$ cat config.mk
export PLATFORM = sky130hd
export DESIGN_NAME = pipe_skid_reg_flat
export DESIGN_NICKNAME = d
export VERILOG_FILES = /design/src/rtl/pipe_skid_reg_pkg.sv /design/src/rtl/pipe_skid_reg_if.sv /design/src/rtl/pipe_skid_reg_entry.sv /design/src/rtl/pipe_skid_reg.sv /design/src/flat_wrapper.sv
export SDC_FILE = /design/constraint.sdc
export NUM_CORES = 1
export LEC_CHECK = 0
export ABC_CLOCK_PERIOD_IN_PS = 2400
export CAP_MARGIN = 10
export CORE_MARGIN = 1.5
export CORE_UTILIZATION = 50
export CTS_BUF_LIST = sky130_fd_sc_hd__clkbuf_16
export CTS_CLUSTER_DIAMETER = 60
export CTS_CLUSTER_SIZE = 25
export DETAILED_ROUTE_END_ITERATION = 10
export GPL_TIMING_DRIVEN = 0
export PLACE_DENSITY_LB_ADDON = 0.2
export SYNTH_ARGS = -nofsm -noshare
export SYNTH_HDL_FRONTEND = slang
export SYNTH_SLANG_ARGS = --single-unit
$ cat constraint.sdc
create_clock -name Clk -period 2.4 [get_ports Clk]
set_input_delay 0.6 -clock Clk [delete_from_list [all_inputs] [get_ports Clk]]
set_output_delay 0.6 -clock Clk [all_outputs]
set_load 0.01 [all_outputs]
$ cat src/rtl/pipe_skid_reg_pkg.sv
// pipe_pkg: shared types and constants for the pipeline stage registers.
//   PIPE_EXC_W   - exception-code width (ExcCode[6:2])
//   exc_code_t   - exception-code type
//   PIPE_NOP     - all-zero payload presented as a bubble
//   pipe_state_e - occupancy of a skid stage: EMPTY, ONE (main), FULL (main + skid)
package pipe_pkg;
    localparam int PIPE_EXC_W  = 5;
    localparam int PIPE_DATA_W = 96;
    typedef logic [PIPE_EXC_W-1:0] exc_code_t;
    localparam logic [PIPE_DATA_W-1:0] PIPE_NOP = '0;
    typedef enum logic [1:0] {
        EMPTY,
        ONE,
        FULL
    } pipe_state_e;
endpackage

$ cat src/rtl/pipe_skid_reg_if.sv
// pipe_skid_reg_if: handshake bundle around one pipeline stage register.
//   master: upstream producer / downstream consumer side (drives In*, OutReady, Flush)
//   slave : the stage itself (drives InReady, Out*)
//   Signals: Flush, InValid/InReady/InData/InBD/InExc, OutValid/OutReady/OutData/OutBD/OutExc
interface pipe_skid_reg_if import pipe_pkg::*; #(
    parameter int DATA_W = 96,
    parameter int EXC_W  = PIPE_EXC_W
);
    logic              Flush;
    logic              InValid;
    logic              InReady;
    logic [DATA_W-1:0] InData;
    logic              InBD;
    logic [EXC_W-1:0]  InExc;
    logic              OutValid;
    logic              OutReady;
    logic [DATA_W-1:0] OutData;
    logic              OutBD;
    logic [EXC_W-1:0]  OutExc;

    modport master (
        output Flush, InValid, InData, InBD, InExc, OutReady,
        input  InReady, OutValid, OutData, OutBD, OutExc
    );

    modport slave (
        input  Flush, InValid, InData, InBD, InExc, OutReady,
        output InReady, OutValid, OutData, OutBD, OutExc
    );
endinterface

$ cat src/rtl/pipe_skid_reg_entry.sv
// pipe_entry: one stage entry (valid, data, BD, exc) with load and clear.
//   Clk, Reset      - clock, synchronous active-high reset
//   i_load          - capture i_data/i_bd/i_exc and mark valid
//   i_clr           - return to an all-zero invalid entry (wins over i_load)
//   o_valid/o_data/o_bd/o_exc - stored entry
module pipe_entry import pipe_pkg::*; #(
    parameter int DATA_W = 96,
    parameter int EXC_W  = PIPE_EXC_W
) (
    input  logic              Clk,
    input  logic              Reset,
    input  logic              i_load,
    input  logic              i_clr,
    input  logic [DATA_W-1:0] i_data,
    input  logic              i_bd,
    input  logic [EXC_W-1:0]  i_exc,
    output logic              o_valid,
    output logic [DATA_W-1:0] o_data,
    output logic              o_bd,
    output logic [EXC_W-1:0]  o_exc
);
    logic              r_valid;
    logic [DATA_W-1:0] r_data;
    logic              r_bd;
    logic [EXC_W-1:0]  r_exc;

    always_ff @(posedge Clk) begin
        if (Reset || i_clr) begin
            r_valid <= 1'b0;
            r_data  <= DATA_W'(PIPE_NOP);
            r_bd    <= 1'b0;
            r_exc   <= '0;
        end else if (i_load) begin
            r_valid <= 1'b1;
            r_data  <= i_data;
            r_bd    <= i_bd;
            r_exc   <= i_exc;
        end
    end

    assign o_valid = r_valid;
    assign o_data  = r_data;
    assign o_bd    = r_bd;
    assign o_exc   = r_exc;
endmodule

$ cat src/rtl/pipe_skid_reg.sv
// pipe_skid_reg: pipeline stage register with valid/ready handshake, 2-entry skid buffer and flush.
//   Clk, Reset - clock, synchronous active-high reset (clears everything, counters included)
//   bus        - pipe_skid_reg_if.slave: Flush, In* (upstream), Out* (downstream head)
//   StallCnt, FlushCnt - saturating statistics, present only with PIPE_REG_STATS_EN defined
// Invalid entries are held as zero, so the outputs read as a NOP bubble whenever OutValid=0.
module pipe_skid_reg import pipe_pkg::*; #(
    parameter int DATA_W = 96,
    parameter int EXC_W  = PIPE_EXC_W,
    parameter int CNT_W  = 16
) (
    input  logic Clk,
    input  logic Reset,
    pipe_skid_reg_if.slave bus
`ifdef PIPE_REG_STATS_EN
    ,
    output logic [CNT_W-1:0] StallCnt,
    output logic [CNT_W-1:0] FlushCnt
`endif
);
    pipe_state_e       r_state, w_state_nxt;
    logic              w_push, w_pop;
    logic              w_main_ld, w_main_clr, w_skid_ld, w_skid_clr;
    logic              w_main_v, w_skid_v;
    logic [DATA_W-1:0] w_main_d, w_skid_d, w_src_d;
    logic              w_main_bd, w_skid_bd, w_src_bd;
    logic [EXC_W-1:0]  w_main_e, w_skid_e, w_src_e;

    // InReady depends only on the registered skid valid, never on OutReady.
    assign w_push = bus.InValid && !w_skid_v;
    assign w_pop  = w_main_v && bus.OutReady;

    always_ff @(posedge Clk) begin
        if (Reset || bus.Flush)
            r_state <= EMPTY;
        else
            r_state <= w_state_nxt;
    end

    always_comb begin
        w_state_nxt = r_state;
        w_main_ld   = 1'b0;
        w_main_clr  = 1'b0;
        w_skid_ld   = 1'b0;
        w_skid_clr  = 1'b0;
        case (r_state)
            EMPTY: if (w_push) begin
                w_state_nxt = ONE;
                w_main_ld   = 1'b1;
            end
            ONE: if (w_pop && w_push) begin
                w_main_ld = 1'b1;
            end else if (w_pop) begin
                w_state_nxt = EMPTY;
                w_main_clr  = 1'b1;
            end else if (w_push) begin
                w_state_nxt = FULL;
                w_skid_ld   = 1'b1;
            end
            FULL: if (w_pop) begin
                w_state_nxt = ONE;
                w_main_ld   = 1'b1;
                w_skid_clr  = 1'b1;
            end
            default: w_state_nxt = EMPTY;
        endcase
        // Clear wins over load inside the entries, so flush needs no load masking.
        if (bus.Flush) begin
            w_state_nxt = EMPTY;
            w_main_clr  = 1'b1;
            w_skid_clr  = 1'b1;
        end
    end

    // Main refills from skid when draining FULL, otherwise straight from upstream.
    assign w_src_d  = (r_state == FULL) ? w_skid_d  : bus.InData;
    assign w_src_bd = (r_state == FULL) ? w_skid_bd : bus.InBD;
    assign w_src_e  = (r_state == FULL) ? w_skid_e  : bus.InExc;

    pipe_entry #(.DATA_W(DATA_W), .EXC_W(EXC_W)) u_main (
        .Clk     (Clk),
        .Reset   (Reset),
        .i_load  (w_main_ld),
        .i_clr   (w_main_clr),
        .i_data  (w_src_d),
        .i_bd    (w_src_bd),
        .i_exc   (w_src_e),
        .o_valid (w_main_v),
        .o_data  (w_main_d),
        .o_bd    (w_main_bd),
        .o_exc   (w_main_e)
    );

    pipe_entry #(.DATA_W(DATA_W), .EXC_W(EXC_W)) u_skid (
        .Clk     (Clk),
        .Reset   (Reset),
        .i_load  (w_skid_ld),
        .i_clr   (w_skid_clr),
        .i_data  (bus.InData),
        .i_bd    (bus.InBD),
        .i_exc   (bus.InExc),
        .o_valid (w_skid_v),
        .o_data  (w_skid_d),
        .o_bd    (w_skid_bd),
        .o_exc   (w_skid_e)
    );

    assign bus.InReady  = !w_skid_v;
    assign bus.OutValid = w_main_v;
    assign bus.OutData  = w_main_d;
    assign bus.OutBD    = w_main_bd;
    assign bus.OutExc   = w_main_e;

`ifdef PIPE_REG_STATS_EN
    logic [CNT_W-1:0] r_stall_cnt, r_flush_cnt;

    // Both counters saturate; only Reset clears them.
    always_ff @(posedge Clk) begin
        if (Reset) begin
            r_stall_cnt <= '0;
            r_flush_cnt <= '0;
        end else begin
            if (w_main_v && !bus.OutReady && !bus.Flush && r_stall_cnt != '1)
                r_stall_cnt <= r_stall_cnt + 1'b1;
            if (bus.Flush && (w_main_v || w_skid_v) && r_flush_cnt != '1)
                r_flush_cnt <= r_flush_cnt + 1'b1;
        end
    end

    assign StallCnt = r_stall_cnt;
    assign FlushCnt = r_flush_cnt;
`else
    // CNT_W only sizes the statistics counters.
    localparam int unused_cnt_w = CNT_W;
`endif
endmodule

$ cat src/flat_wrapper.sv
// flat-port wrapper written by rule: the top's interface ports become plain ports
module pipe_skid_reg_flat import pipe_pkg::*;
#(
    parameter int DATA_W = 96,
    parameter int EXC_W  = PIPE_EXC_W,
    parameter int CNT_W  = 16
)
  (Clk, Reset, bus_Flush, bus_InValid, bus_InData, bus_InBD, bus_InExc, bus_OutReady, bus_InReady, bus_OutValid, bus_OutData, bus_OutBD, bus_OutExc);
  pipe_skid_reg_if #(.DATA_W(DATA_W), .EXC_W(EXC_W)) bus_i ();
  input  logic Clk;
  input  logic Reset;
  input wire logic [$bits(bus_i.Flush)-1:0] bus_Flush;
  input wire logic [$bits(bus_i.InValid)-1:0] bus_InValid;
  input wire logic [$bits(bus_i.InData)-1:0] bus_InData;
  input wire logic [$bits(bus_i.InBD)-1:0] bus_InBD;
  input wire logic [$bits(bus_i.InExc)-1:0] bus_InExc;
  input wire logic [$bits(bus_i.OutReady)-1:0] bus_OutReady;
  output wire logic [$bits(bus_i.InReady)-1:0] bus_InReady;
  output wire logic [$bits(bus_i.OutValid)-1:0] bus_OutValid;
  output wire logic [$bits(bus_i.OutData)-1:0] bus_OutData;
  output wire logic [$bits(bus_i.OutBD)-1:0] bus_OutBD;
  output wire logic [$bits(bus_i.OutExc)-1:0] bus_OutExc;
  assign bus_i.Flush = bus_Flush;
  assign bus_i.InValid = bus_InValid;
  assign bus_i.InData = bus_InData;
  assign bus_i.InBD = bus_InBD;
  assign bus_i.InExc = bus_InExc;
  assign bus_i.OutReady = bus_OutReady;
  assign bus_InReady = bus_i.InReady;
  assign bus_OutValid = bus_i.OutValid;
  assign bus_OutData = bus_i.OutData;
  assign bus_OutBD = bus_i.OutBD;
  assign bus_OutExc = bus_i.OutExc;
  pipe_skid_reg #(.DATA_W(DATA_W), .EXC_W(EXC_W), .CNT_W(CNT_W)) u_core (.Clk(Clk), .Reset(Reset), .bus(bus_i));
endmodule
## Yosys cells after proc, flatten, opt, wreduce, memory -nomap -nowiden

Index checks and enable logic that the tools add are counted.

- Output and inout port bits: 104
- Bits in registers: 208
- Memory bits (writable): 0
- Memories kept: 0
- Input port bits: 107
- Latch bits: 0
- Logic and storage cells: 46
- Bits in read-only memories: 0

- Shift-type cells: 0
- Divide/modulo/power cells: 0
- Mux-type cells: 21
- Multiply operators: 0
- Magnitude comparators: 0
- Bitwise logic cells: 0
- Reduce and logical (&&, ||, !) cells: 10
- Add/sub/neg operators: 0
- Equality and inequality tests: 6

Operator list:

| kind | count |
|---|---|
| 2-to-1 mux 96 bit | 1 |
| 2-to-1 mux 1 bit | 12 |
| 2-to-1 mux 2 bit | 5 |
| one-hot mux 2 bit (3 select lines) | 1 |
| 2-to-1 mux 5 bit | 1 |
| != test 2 x 1 -> 1 bit (second input constant) | 2 |
| AND reduction 4 bit | 1 |
| logical AND 1 bit | 3 |
| logical OR 1 bit | 3 |
| != test 3 x 1 -> 1 bit (second input constant) | 1 |
| one-hot mux 1 bit (3 select lines) | 1 |
| == test 2 x 1 -> 1 bit (second input constant) | 1 |
| == test 2 bit (second input constant) | 1 |
| zero test 2 bit | 1 |
| != test 2 bit (second input constant) | 1 |
| OR reduction 2 bit | 1 |
| zero test 1 bit | 1 |

## Depth between registers and ports, before layout

- Word-level depth: 7
- Mapped depth: 7
- Mapped depth without buffers: 3

## Cells and area by module

A second synthesis with hierarchy kept.

- Cell total of the unflattened synthesis: 804
- Area total of the unflattened synthesis: 9022.4 µm²

Modules (own cells, without submodules):

| module | area an instance (µm²) | cells each | times used | sequential area each (µm²) |
|---|---|---|---|---|
| pipe_entry | 3696.0 | 334 | 2 | 2062.0 |
| pipe_skid_reg | 1630.3 | 136 | 1 | 40.0 |

## Worst setup path before layout

Ideal clock, no wire load.

- Path type: in2reg
- Start point: input bus_OutReady
- End point: register u_core.u_main.r_data[14] (netlist: u_core.u_main.o_data[14])
- Data required time: 2258 ps
- Stages on the path: 5
- Path slack: 699 ps
- Setup time: 142 ps
- Data arrival time: 1559 ps
- Path through: nand2_1 -> o41ai_2 -> buf_2 -> buf_4 -> a311oi_1

- Longest elaborated chain between the ends: 6

Ends and longest elaborated chain:

| item | line | RTL |
|---|---|---|
| start: declaration | flat_wrapper.sv:17 | `input wire logic [$bits(bus_i.OutReady)-1:0] bus_OutReady;` |
| logical AND 1 bit (*) | pipe_skid_reg.sv:30 | `assign w_pop = w_main_v && bus.OutReady;` |
| 2-to-1 mux 1 bit or logical AND 1 bit (tied branches) | pipe_skid_reg.sv:52, pipe_skid_reg.sv:59, pipe_skid_reg.sv:50 |  |
| 2-to-1 mux 1 bit | pipe_skid_reg.sv:50 | `ONE: if (w_pop && w_push) begin` |
| 2-to-1 mux 1 bit | pipe_skid_reg.sv:45 | `case (r_state)` |
| 2-to-1 mux 1 bit | pipe_skid_reg.sv:67 | `if (bus.Flush) begin` |
| logical OR 1 bit | pipe_skid_reg_entry.sv:28 | `if (Reset \|\| i_clr) begin` |
| end signal: assignment | pipe_skid_reg_entry.sv:30 | `r_data <= DATA_W'(PIPE_NOP);` |
| end signal: assignment | pipe_skid_reg_entry.sv:35 | `r_data <= i_data;` |
| end: declaration | pipe_skid_reg_entry.sv:23 | `logic [DATA_W-1:0] r_data;` |

Mark *: on every way between the ends. The rest lies on a longest branch, timed or not.
A chain may end at the register's enable or synchronous reset.

## Worst setup path in the final report

- Start point: input bus_OutReady
- End point: register u_core.u_skid.r_data[48] (netlist: u_core.u_skid.o_data[48])

- Longest elaborated chain between the ends: 5

Ends and longest elaborated chain:

| item | line | RTL |
|---|---|---|
| logical AND 1 bit (*) | pipe_skid_reg.sv:30 |  |
| 2-to-1 mux 1 bit | pipe_skid_reg.sv:59 | `FULL: if (w_pop) begin` |
| 2-to-1 mux 1 bit | pipe_skid_reg.sv:45 |  |
| 2-to-1 mux 1 bit | pipe_skid_reg.sv:67 |  |
| logical OR 1 bit | pipe_skid_reg_entry.sv:28 |  |
| end signal: assignment | pipe_skid_reg_entry.sv:30 |  |
| end signal: assignment | pipe_skid_reg_entry.sv:35 |  |
| end: declaration | pipe_skid_reg_entry.sv:23 |  |

Marked as above.

==> metrics.csv <==
stage,metric,value,unit
synth,syn-num-nets,1194,
final_layout,layout_common_cells,"clkdlybuf4s50_1 (210), dfxtp_1 (208), nand2_1 (207)",
synth,syn-cell-area,0.00951,sq mm
cts,clock_latency,0.50,ns
place,gp_congestion,0.869,
detailed_routing,drtPass1Iterations,5,
setup_path,path_class,input port to register,
final_layout,fin_util,0.667,
setup_path,cp_max_fo,10,
pwr,p_seq_frac,0.470,
global_route,grt_max_degree,24,
hold_path,hp-start,u_core.u_skid.o_data[91],
final_layout,layout_commonest_cell,clkdlybuf4s50_1,
detailed_routing,wl_per_cell,18.8,microns
synth,synth_seq_cells,208,
global_route,overflow,0,
global_route,track_usage,0.289,
pwr,irDropWorstVdd,0.000589,V
global_route,use_met2,0.456,
global_route,use_met1,0.417,
setup_path,reg2reg_from,u_core.u_main.o_valid,
run,maxCapViolations,0,
cts,hold_buffers,0,
floorplanning,std_cell_rows,50,
synth,netlist_instances,1087,
global_route,grt_pass1_vias,8802,
cts,post_cts_buffers,0,
final_layout,layout-drive-gt1-share,0.147,
detailed_routing,antenna_left,0,
pwr,pwr-share-comb,0.149,
pwr,power_density,616,mW/mm^2
sta,fmax,445,MHz
setup_path,reg2reg_depth,5,
place,dp_hpwl,19.6,mm
setup_path,worstPathArrival,2.67,ns
hold_path,hold_depth,2,
sta,rsz0062_at_grt,no,
sta,finalHoldViolations,0,
synth,ys_types,27,
cts,cts_sinks,208,
synth,synthArstFlopShare,0,
global_route,grt_pass1_wl,46.8,mm
pwr,leakage,4.12,nW
setup_path,reg2reg_slack,0.39,ns
sta,worst_slack,0.155,ns
place,dp.cells,1531,
synth,synth_edf_count,0,
sta,setup_viol,0,
cts,htreeDepth,1,
detailed_routing,via_per_inst,6.03,
final_layout,final_cell_area,0.0125,sq mm
global_route,grt_util_met3,0.0374,
sta,fin_crit_sh,0.935,
synth,synth_flop_cell,dfxtp_1,
sta,slew_viol_final,0,
sta,finClkSkew,0.0189,ns
synth,ys_warn_count,0,
detailed_routing,drt_iter0_drc,753,
cts,root_buffer,clkbuf_16,
floorplanning,core,0.0187,sq mm
floorplanning,die_h,141,microns
synth,avgSynthCellArea,8.75,sq um
sta,slew_headroom,0.612,
pwr,p_int,5.57,mW
detailed_routing,routed_wl,29.3,mm
cts,clock_path_buffers,3,
cts,cts_made_buffers,16,
floorplanning,die-area,0.0199,sq mm
pwr,finalPower,7.68,mW
final_layout,area_growth,31.1,%
synth,ys_seq_area_frac,0.438,
hold_path,hold_end,u_core.u_main.o_data[91],
floorplanning,die_x,141,microns
final_layout,final_cells,1560,
place,place_area,0.0119,sq mm
detailed_routing,drc,0,
cts,clkTransAtPathRegs,0.09,ns
cts,cts_resized,0,
floorplanning,start_util,0.508,
place,dpl_worst_slack,-0.323,ns
outcome,status,completed,
place,port_buffers,210,
sta,period_minus_slack,2.24,ns
detailed_routing,vias,9408,
final_layout,nets,1422,
floorplanning,ios,211,
setup_path,worstReg2RegEnd,u_core.u_skid.o_data[48],
setup_path,endpoint_kind,register,
pwr,switching_share,0.274,
setup_path,crit_path_start_kind,input port,
global_route,antenna_found_initial,1,
cts,cts_tree,done,
hold_path,worstHoldPathType,register to register,
pwr,p_sw,2.11,mW
global_route,busiest_layer,met2,
pwr,clock_power_share,0.381,
setup_path,cp.required,2.82,ns
sta,tightest_slew,0.583,ns
## how the worst max path moves through the flow
stage,endpoint,cells past startpoint,startpoint,slack (ns)
2_1_floorplan,u_core.u_main.o_data[14],5,bus_OutReady,0.70
6_report,u_core.u_skid.o_data[48],6,bus_OutReady,0.16
5_1_grt,u_core.u_skid.o_data[48],6,bus_OutReady,0.02
3_5_place_dp,u_core.u_skid.o_data[33],6,bus_OutReady,-0.32
3_3_place_gp,u_core.u_skid.o_data[44],6,bus_OutReady,-0.28
4_1_cts,u_core.u_skid.o_data[48],6,bus_OutReady,0.19
## power groups by stage
| stage | registers, mW | clock network (mW) | logic (mW) |
|---|---|---|---|
| finish | 3.61 | 2.92 | 1.15 |
| global route | 3.62 | 3.09 | 1.23 |
| CTS | 3.61 | 2.95 | 1.14 |
| detailed placement | 3.69 | 0 | 1.13 |
| global placement | 3.69 | 0 | 1.12 |
| floorplan | 3.72 | 0 | 0.566 |
## flip-flops by register name, indices dropped and copies added, names as in the netlist
name                   flops
u_core.r_state             2
u_core.u_main.o_bd         1
u_core.u_main.o_data      96
u_core.u_main.o_exc        5
u_core.u_main.o_valid      1
u_core.u_skid.o_bd         1
u_core.u_skid.o_data      96
u_core.u_skid.o_exc        5
u_core.u_skid.o_valid      1
## through the flow
step / hold slack, ns / setup TNS, ns
finish: 0.476 / 0
global route: 0.490 / 0
CTS: 0.477 / 0
detailed placement: 0.466 / -38.91
global placement: 0.460 / -39.12
floorplan: 0.454 / 0
## Yosys cell counts, types with 3 or more instances
master    number  area share
nor2_1         3      0.0012
buf_2         65       0.034
a211oi_1     102       0.081
nand2_1      207       0.082
dfxtp_1      208        0.44
a311oi_1      23       0.021
a311oi_2      80        0.13
o21ai_0      104       0.055
buf_6          9       0.011
clkbuf_1      52       0.021
nand3_1      102       0.054
a21oi_1      105       0.055
buf_4          9      0.0071
## critical path: stages
cell,delay (ns)
clkdlybuf4s50_1,0.47
nand2_1,0.29
clkbuf_1,0.50
buf_1,0.48
nand3_1,0.16
a21oi_1,0.16
## routing by layer
layer  up-vias  routed length (microns)
li1       4474                        -
met1      4492                    13000
met2       402                    13700
met3        40                     2000
met4         0                      570
met5         -                        0
## cells by family (layout without fill, tap and decap cells)
kind of cell | count (synthesis) | count (layout) | share of synthesized area
AO/OA/AOI/OAI | 419 | 419 | 0.343
AND/OR/NAND/NOR | 322 | 322 | 0.146
buffers and inverters | 138 | 376 | 0.0737
other | 0 | 1 | 0
flip-flops | 208 | 208 | 0.438
## cell type report
class                           instances  area [sq um]
Clock inverter                         11           136
Clock buffer                           17           425
Buffer                                136           693
Sequential cell                       208          4160
Fill cell                            1569          6230
Multi-Input combinational cell        741          4650
Tap cell                              234           293
Timing Repair Buffer                  210          2100
Inverter                                2          7.51
Antenna cell                            1          2.50
No activity file was read; power rests on OpenSTA's default activity.
